File: src/rtl/ahbl_apb_pkg.sv
// ahbl_apb_pkg: shared state encoding, AHB transfer encodings and strobe helper for the bridge
package ahbl_apb_pkg;
  typedef enum logic [2:0] {IDLE, SETUP, ACCESS, DONE, ERR1, ERR2} state_t;
  localparam logic [1:0] HTRANS_NONSEQ = 2'b10;
  localparam logic [1:0] HTRANS_SEQ = 2'b11;
  localparam logic [2:0] HSIZE_BYTE = 3'd0;
  localparam logic [2:0] HSIZE_HALF = 3'd1;
  localparam logic [2:0] HSIZE_WORD = 3'd2;
  function automatic logic [3:0] pstrb_gen(input logic write, input logic [2:0] size, input logic [1:0] addr);
    return !write ? 4'b0000 :
           size == HSIZE_WORD ? 4'b1111 :
           size == HSIZE_HALF ? (addr[1] ? 4'b1100 : 4'b0011) :
           size == HSIZE_BYTE ? 4'b0001 << addr : 4'b0000;
  endfunction
endpackage

File: src/rtl/apb_slave_mux.sv
// apb_slave_mux: one-hot PSEL decode and response select of the addressed APB peripheral
module apb_slave_mux
  import ahbl_apb_pkg::*;
#(
  parameter int N = 8
) (
  input  logic            active,
  input  logic [3:0]      idx,
  input  logic [32*N-1:0] prdata,
  input  logic [N-1:0]    pready,
  input  logic [N-1:0]    pslverr,
  output logic [N-1:0]    psel,
  output logic [31:0]     rdata,
  output logic            ready,
  output logic            slverr
);
  logic [511:0] rd_all;
  logic [15:0]  rdy_all;
  logic [15:0]  err_all;
  assign rd_all  = 512'(prdata);
  assign rdy_all = 16'(pready);
  assign err_all = 16'(pslverr);
  assign psel    = N'(active ? 16'd1 << idx : 16'd0);
  assign rdata   = rd_all[{idx, 5'd0} +: 32];
  assign ready   = rdy_all[idx];
  assign slverr  = err_all[idx];
endmodule

File: src/rtl/ahbl_apb_bridge.sv
// ahbl_apb_bridge: AHB-lite slave turning each transfer into one APB4 SETUP/ACCESS sequence
module ahbl_apb_bridge
  import ahbl_apb_pkg::*;
#(
  parameter int NUM_SLAVES = 8,
  parameter int SEL_LSB    = 16,
  parameter int PADDR_W    = 16
) (
  input  logic                     HCLK,
  input  logic                     HRESETn,
  input  logic                     HSEL,
  input  logic [31:0]              HADDR,
  input  logic [1:0]               HTRANS,
  input  logic                     HWRITE,
  input  logic [2:0]               HSIZE,
  input  logic                     HREADY,
  input  logic [31:0]              HWDATA,
  output logic                     HREADYOUT,
  output logic [63:0]              HRDATA,
  output logic                     HRESP,
  output logic [PADDR_W-1:0]       PADDR,
  output logic [NUM_SLAVES-1:0]    PSEL,
  output logic                     PENABLE,
  output logic                     PWRITE,
  output logic [31:0]              PWDATA,
  output logic [3:0]               PSTRB,
  input  logic [32*NUM_SLAVES-1:0] PRDATA,
  input  logic [NUM_SLAVES-1:0]    PREADY,
  input  logic [NUM_SLAVES-1:0]    PSLVERR
);
  state_t      state, state_nx;
  logic [3:0]  idx, haddr_idx;
  logic [31:0] rd_q, sel_rdata;
  logic        sel_ready, sel_err, accept, in_range, p_active;
  logic        unused_haddr;
  assign haddr_idx    = HADDR[SEL_LSB+3:SEL_LSB];
  assign in_range     = 32'(haddr_idx) < NUM_SLAVES;
  assign accept       = HSEL && HTRANS inside {HTRANS_NONSEQ, HTRANS_SEQ} && HREADY &&
                        state inside {IDLE, DONE, ERR2};
  assign unused_haddr = ^HADDR;
  assign PWDATA       = HWDATA;
  assign HRDATA       = {rd_q, rd_q};
  apb_slave_mux #(.N(NUM_SLAVES)) u_mux (
    .active (p_active),
    .idx    (idx),
    .prdata (PRDATA),
    .pready (PREADY),
    .pslverr(PSLVERR),
    .psel   (PSEL),
    .rdata  (sel_rdata),
    .ready  (sel_ready),
    .slverr (sel_err)
  );
  // State register; async reset drops PSEL/PENABLE immediately
  always_ff @(posedge HCLK or negedge HRESETn)
    if (!HRESETn) state <= IDLE;
    else state <= state_nx;
  // Address-phase capture on accept and read-data capture on a clean APB completion
  always_ff @(posedge HCLK or negedge HRESETn)
    if (!HRESETn) begin
      PADDR  <= '0;
      PWRITE <= 1'b0;
      PSTRB  <= 4'b0000;
      idx    <= 4'd0;
      rd_q   <= 32'd0;
    end else begin
      if (accept) begin
        PADDR  <= HADDR[PADDR_W-1:0];
        PWRITE <= HWRITE;
        PSTRB  <= pstrb_gen(HWRITE, HSIZE, HADDR[1:0]);
        idx    <= haddr_idx;
      end
      if (state == ACCESS && sel_ready && !sel_err && !PWRITE) rd_q <= sel_rdata;
    end
  // Next-state and bus-facing handshake outputs
  always_comb begin
    state_nx  = state;
    HREADYOUT = state inside {IDLE, DONE, ERR2};
    HRESP     = state inside {ERR1, ERR2};
    PENABLE   = state == ACCESS;
    p_active  = state inside {SETUP, ACCESS};
    case (state)
      IDLE, DONE, ERR2: state_nx = !accept ? IDLE : in_range ? SETUP : ERR1;
      SETUP:            state_nx = ACCESS;
      ACCESS:           state_nx = !sel_ready ? ACCESS : sel_err ? ERR1 : DONE;
      ERR1:             state_nx = ERR2;
      default:          state_nx = IDLE;
    endcase
  end
endmodule

File: config.mk
export PLATFORM = sky130hd
export DESIGN_NAME = ahbl_apb_bridge
export DESIGN_NICKNAME = d
export VERILOG_FILES = /design/src/rtl/ahbl_apb_pkg.sv /design/src/rtl/apb_slave_mux.sv /design/src/rtl/ahbl_apb_bridge.sv
export SDC_FILE = /design/constraint.sdc
export NUM_CORES = 1
export LEC_CHECK = 0
export ABC_AREA = 1
export CAP_MARGIN = 10
export CORE_AREA = 3 3 183 185
export DETAILED_ROUTE_END_ITERATION = 10
export DIE_AREA = 0 0 186 188
export PLACE_DENSITY_LB_ADDON = 0.25
export REMOVE_ABC_BUFFERS = 1
export SETUP_SLACK_MARGIN = 0.02
export SLEW_MARGIN = 25
export SYNTH_ARGS = -nofsm -noshare
export SYNTH_HDL_FRONTEND = slang
export SYNTH_SLANG_ARGS = --single-unit
export TNS_END_PERCENT = 50
File: constraint.sdc
create_clock -name HCLK -period 1.4 [get_ports HCLK]
set_input_delay 0.14 -clock HCLK [delete_from_list [all_inputs] [get_ports HCLK]]
set_output_delay 0.14 -clock HCLK [all_outputs]
set_load 0.1 [all_outputs]
==> flow_summary.ini <==
[global_route]
grt_overflow_total = 0
grt_max_degree = 32
grt_usage_pct = 17.7
grt_first_pass_wirelength_microns = 46100
grt_pass1_vias = 7539
antenna_found_initial = 0

[critical_path]
crit_fanout = 4
r2r_cells = 14
required_ns = 1.26
worstPathArrival_ns = 1.75
worst-setup-path-type = register to primary output
cp-start-kind = register
end_kind = primary output

[synth]
synth_most_common_cell = nand2_1
synth_fa_ha_area_share_pct = 0
synth-xor-area-share_pct = 0
synth_edf_count = 0
synth_common_cells = nand2_1, buf_4, nand3_1
synth.top_cells.by_area = nand2_1, dfrtp_1, buf_4
yosys_warnings = 0
synth-seq-area-share_pct = 26.7
synth.area.mux_share_pct = 0
yosys.area_share.simple_pct = 55.7
avgSynthCellArea_sq_um = 5.66
synth_compound_area_share_pct = 1.49
syn_area_sq_um = 5620
yosysTopAreaCell = nand2_1
ys.flop_type = dfrtp_1
async_reset_ff_share_pct = 100
synth_top_family_by_area = simple AND/OR/NAND/NOR gates
ys_types = 25
synth_top_area_share_pct = 43.0
syn_inst = 994
synth-seq-cells = 60

[timing]
finalWorstSetupSlack_ns = -0.486
holdWs_ns = 0.219
fin_skew_ns = 0.0104
period_needed_ns = 1.89
hold_viol = 0
setup_viol = 46
max_freq_ghz = 0.530
slew_headroom_pct = 76.1
grt_setup_unrepaired = true
tightest_slew_ns = 0.359
maxSlewViolCount = 0
finalCritPeriodShare_pct = 135

[placement]
io_buffers = 396
dpl.hpwl_microns = 25600
gp_congestion = 0.797

[routing]
drt_iter0_drc = 226
viasPerCell = 4.13
wl_per_cell_microns = 18.2
antenna_left = 0
wirelength_microns = 32600
vias = 7377
post-route-drc-count = 0
drtPass1Iterations = 4

[final_layout]
syn_to_final_growth_pct = 115
fillers = 3371
register_area_sq_um = 1500
drive_gt1_share_pct = 20.7
multiInputGateArea_sq_um = 3510
final_nets = 1720
n_antenna_cell = 0

[die]
placementRows = 66
chipHeight_microns = 188
start_util_pct = 17.5
core_sq_um = 32200
ios = 474
die_w_microns = 186
die-area_sq_um = 35000

[clock_tree]
root_buffer = clkbuf_16
h-tree-depth = 3
cts_tree = done
clock-sinks = 60
clk_pin_slew_ns = 0.06
clockBufferDepth = 2
numCtsBuffers = 9
clkLatencyLatePin_ns = 0.34

[worst_hold_path]
min_path_type = input pin to async pin

[run_status]
failed_checks = setup timing
outcome = complete, but fails checks

[pwr]
power_per_cell_area_nw_per_um2 = 2810
p_leak_uw = 0.00578
ir_worst_vdd_mv = 1.88
finalPower_uw = 33900

[flow_run]
drv.max_cap_violation_count = 0
-- kinds of logic after synthesis --
group           count (synthesis)
flops                          60
buf+inv                       146
simple gates                  772
compound gates                 16
-- layer usage --
metal / track usage, % / up-vias / share of wire (%) / wire length (microns)
met3: 6.30 / 19 / 9.1 / 2970
met4: 3.15 / 2 / 1.0 / 331
li1: - / 3790 / - / -
met5: 3.29 / - / 0.43 / 141
met1: 21.8 / 3273 / 42 / 13500
met2: 29.8 / 293 / 48 / 15600
-- worst paths after layout --
kind / slack (ns) / from / to
max: -0.49 / idx[0]$_DFFE_PN0P_ / PSEL[0]
min: 0.22 / HRESETn / PADDR[2]$_DFFE_PN0P_
max reg2reg: -0.46 / idx[0]$_DFFE_PN0P_ / rd_q[20]$_DFFE_PN0P_
min reg2reg: 0.54 / PADDR[7]$_DFFE_PN0P_ / PADDR[7]$_DFFE_PN0P_
max in group asynchronous: 0.64 / HRESETn / idx[0]$_DFFE_PN0P_
min in group HCLK: 0.28 / HWDATA[31] / PWDATA[31]
-- placed cells by master, fill, tap and decap left out, types with 2 or more instances in the layout --
| cell type | synthesis | final |
|---|---|---|
| nand2_2 | 2 | 29 |
| nor3_4 | 0 | 3 |
| buf_12 | 0 | 117 |
| o21ai_1 | 0 | 5 |
| buf_4 | 81 | 48 |
| nor2_4 | 1 | 3 |
| inv_1 | 17 | 8 |
| o21ai_2 | 0 | 4 |
| nand2_4 | 0 | 10 |
| nand3_2 | 0 | 5 |
| inv_2 | 5 | 12 |
| nand3_1 | 75 | 68 |
| nor3_1 | 6 | 4 |
| nand2_1 | 644 | 606 |
| nand4_1 | 32 | 32 |
| clkdlybuf4s50_1 | 0 | 299 |
| dfrtp_1 | 60 | 59 |
| bufbuf_16 | 0 | 2 |
| inv_4 | 1 | 3 |
| o21ai_0 | 14 | 5 |
| clkbuf_16 | 0 | 13 |
| nor2_1 | 7 | 4 |
| buf_8 | 0 | 3 |
| nand3_4 | 1 | 3 |
| bufinv_16 | 0 | 3 |
| buf_6 | 3 | 15 |
| clkinv_4 | 0 | 2 |
-- final cells by class --
| type | instances | area share, % |
|---|---|---|
| Timing Repair Buffer | 491 | 50.6 |
| Tap cell | 408 | 4.22 |
| Multi-Input combinational cell | 788 | 29.0 |
| Clock buffer | 10 | 1.89 |
| Inverter | 24 | 0.869 |
| Clock inverter | 6 | 0.932 |
| Sequential cell | 60 | 12.4 |
-- power breakdown --
group	internal, uW	total, uW	leakage (uW)	switching, uW
clock	1740	2640	0.000167	899
sequential	2550	4170	0.000784	1610
combinational	10300	27100	0.00482	16800
total	14600	33900	0.00578	19300
-- state kept, by name, indices dropped and copies added (netlist names) --
signal  cells
rd_q       32
PADDR      16
PSTRB       4
state       3
PWRITE      1
idx         4
-- critical path, stage by stage (launching register included) --
cell and delay [ns]:
dfrtp_2 0.48, inv_8 0.09, buf_12 0.11, buf_8 0.11
nand2_8 0.05, nor4_4 0.21, buf_4 0.16, buf_12 0.16
-- per-stage QoR --
step | instance area, sq um | std cells | util, % | TNS [ns] | setup WS (ns)
2_1_floorplan | 4810 | 872 | - | -168.17 | -3.94
4_1_cts | 11600 | 1773 | 36.1 | -20.09 | -0.510
6_report | 12100 | 1787 | 37.5 | -18.41 | -0.486
3_3_place_gp | 10900 | 1735 | 33.8 | -16.15 | -0.422
3_5_place_dp | 10900 | 1735 | 33.8 | -16.27 | -0.418
5_1_grt | 12100 | 1787 | 37.5 | -25.00 | -0.566
-- timing repair --
action                                  4_1_cts  5_1_grt
endpoints found under the setup margin       64       71
hold buffers                                  1        0
endpoints found under the hold margin        45        0
resized for setup                            52       79
gates cloned                                  2        4
pin swaps                                     8       19
setup buffers                                19       11
Note: power is estimated with default switching activity, not from simulation.
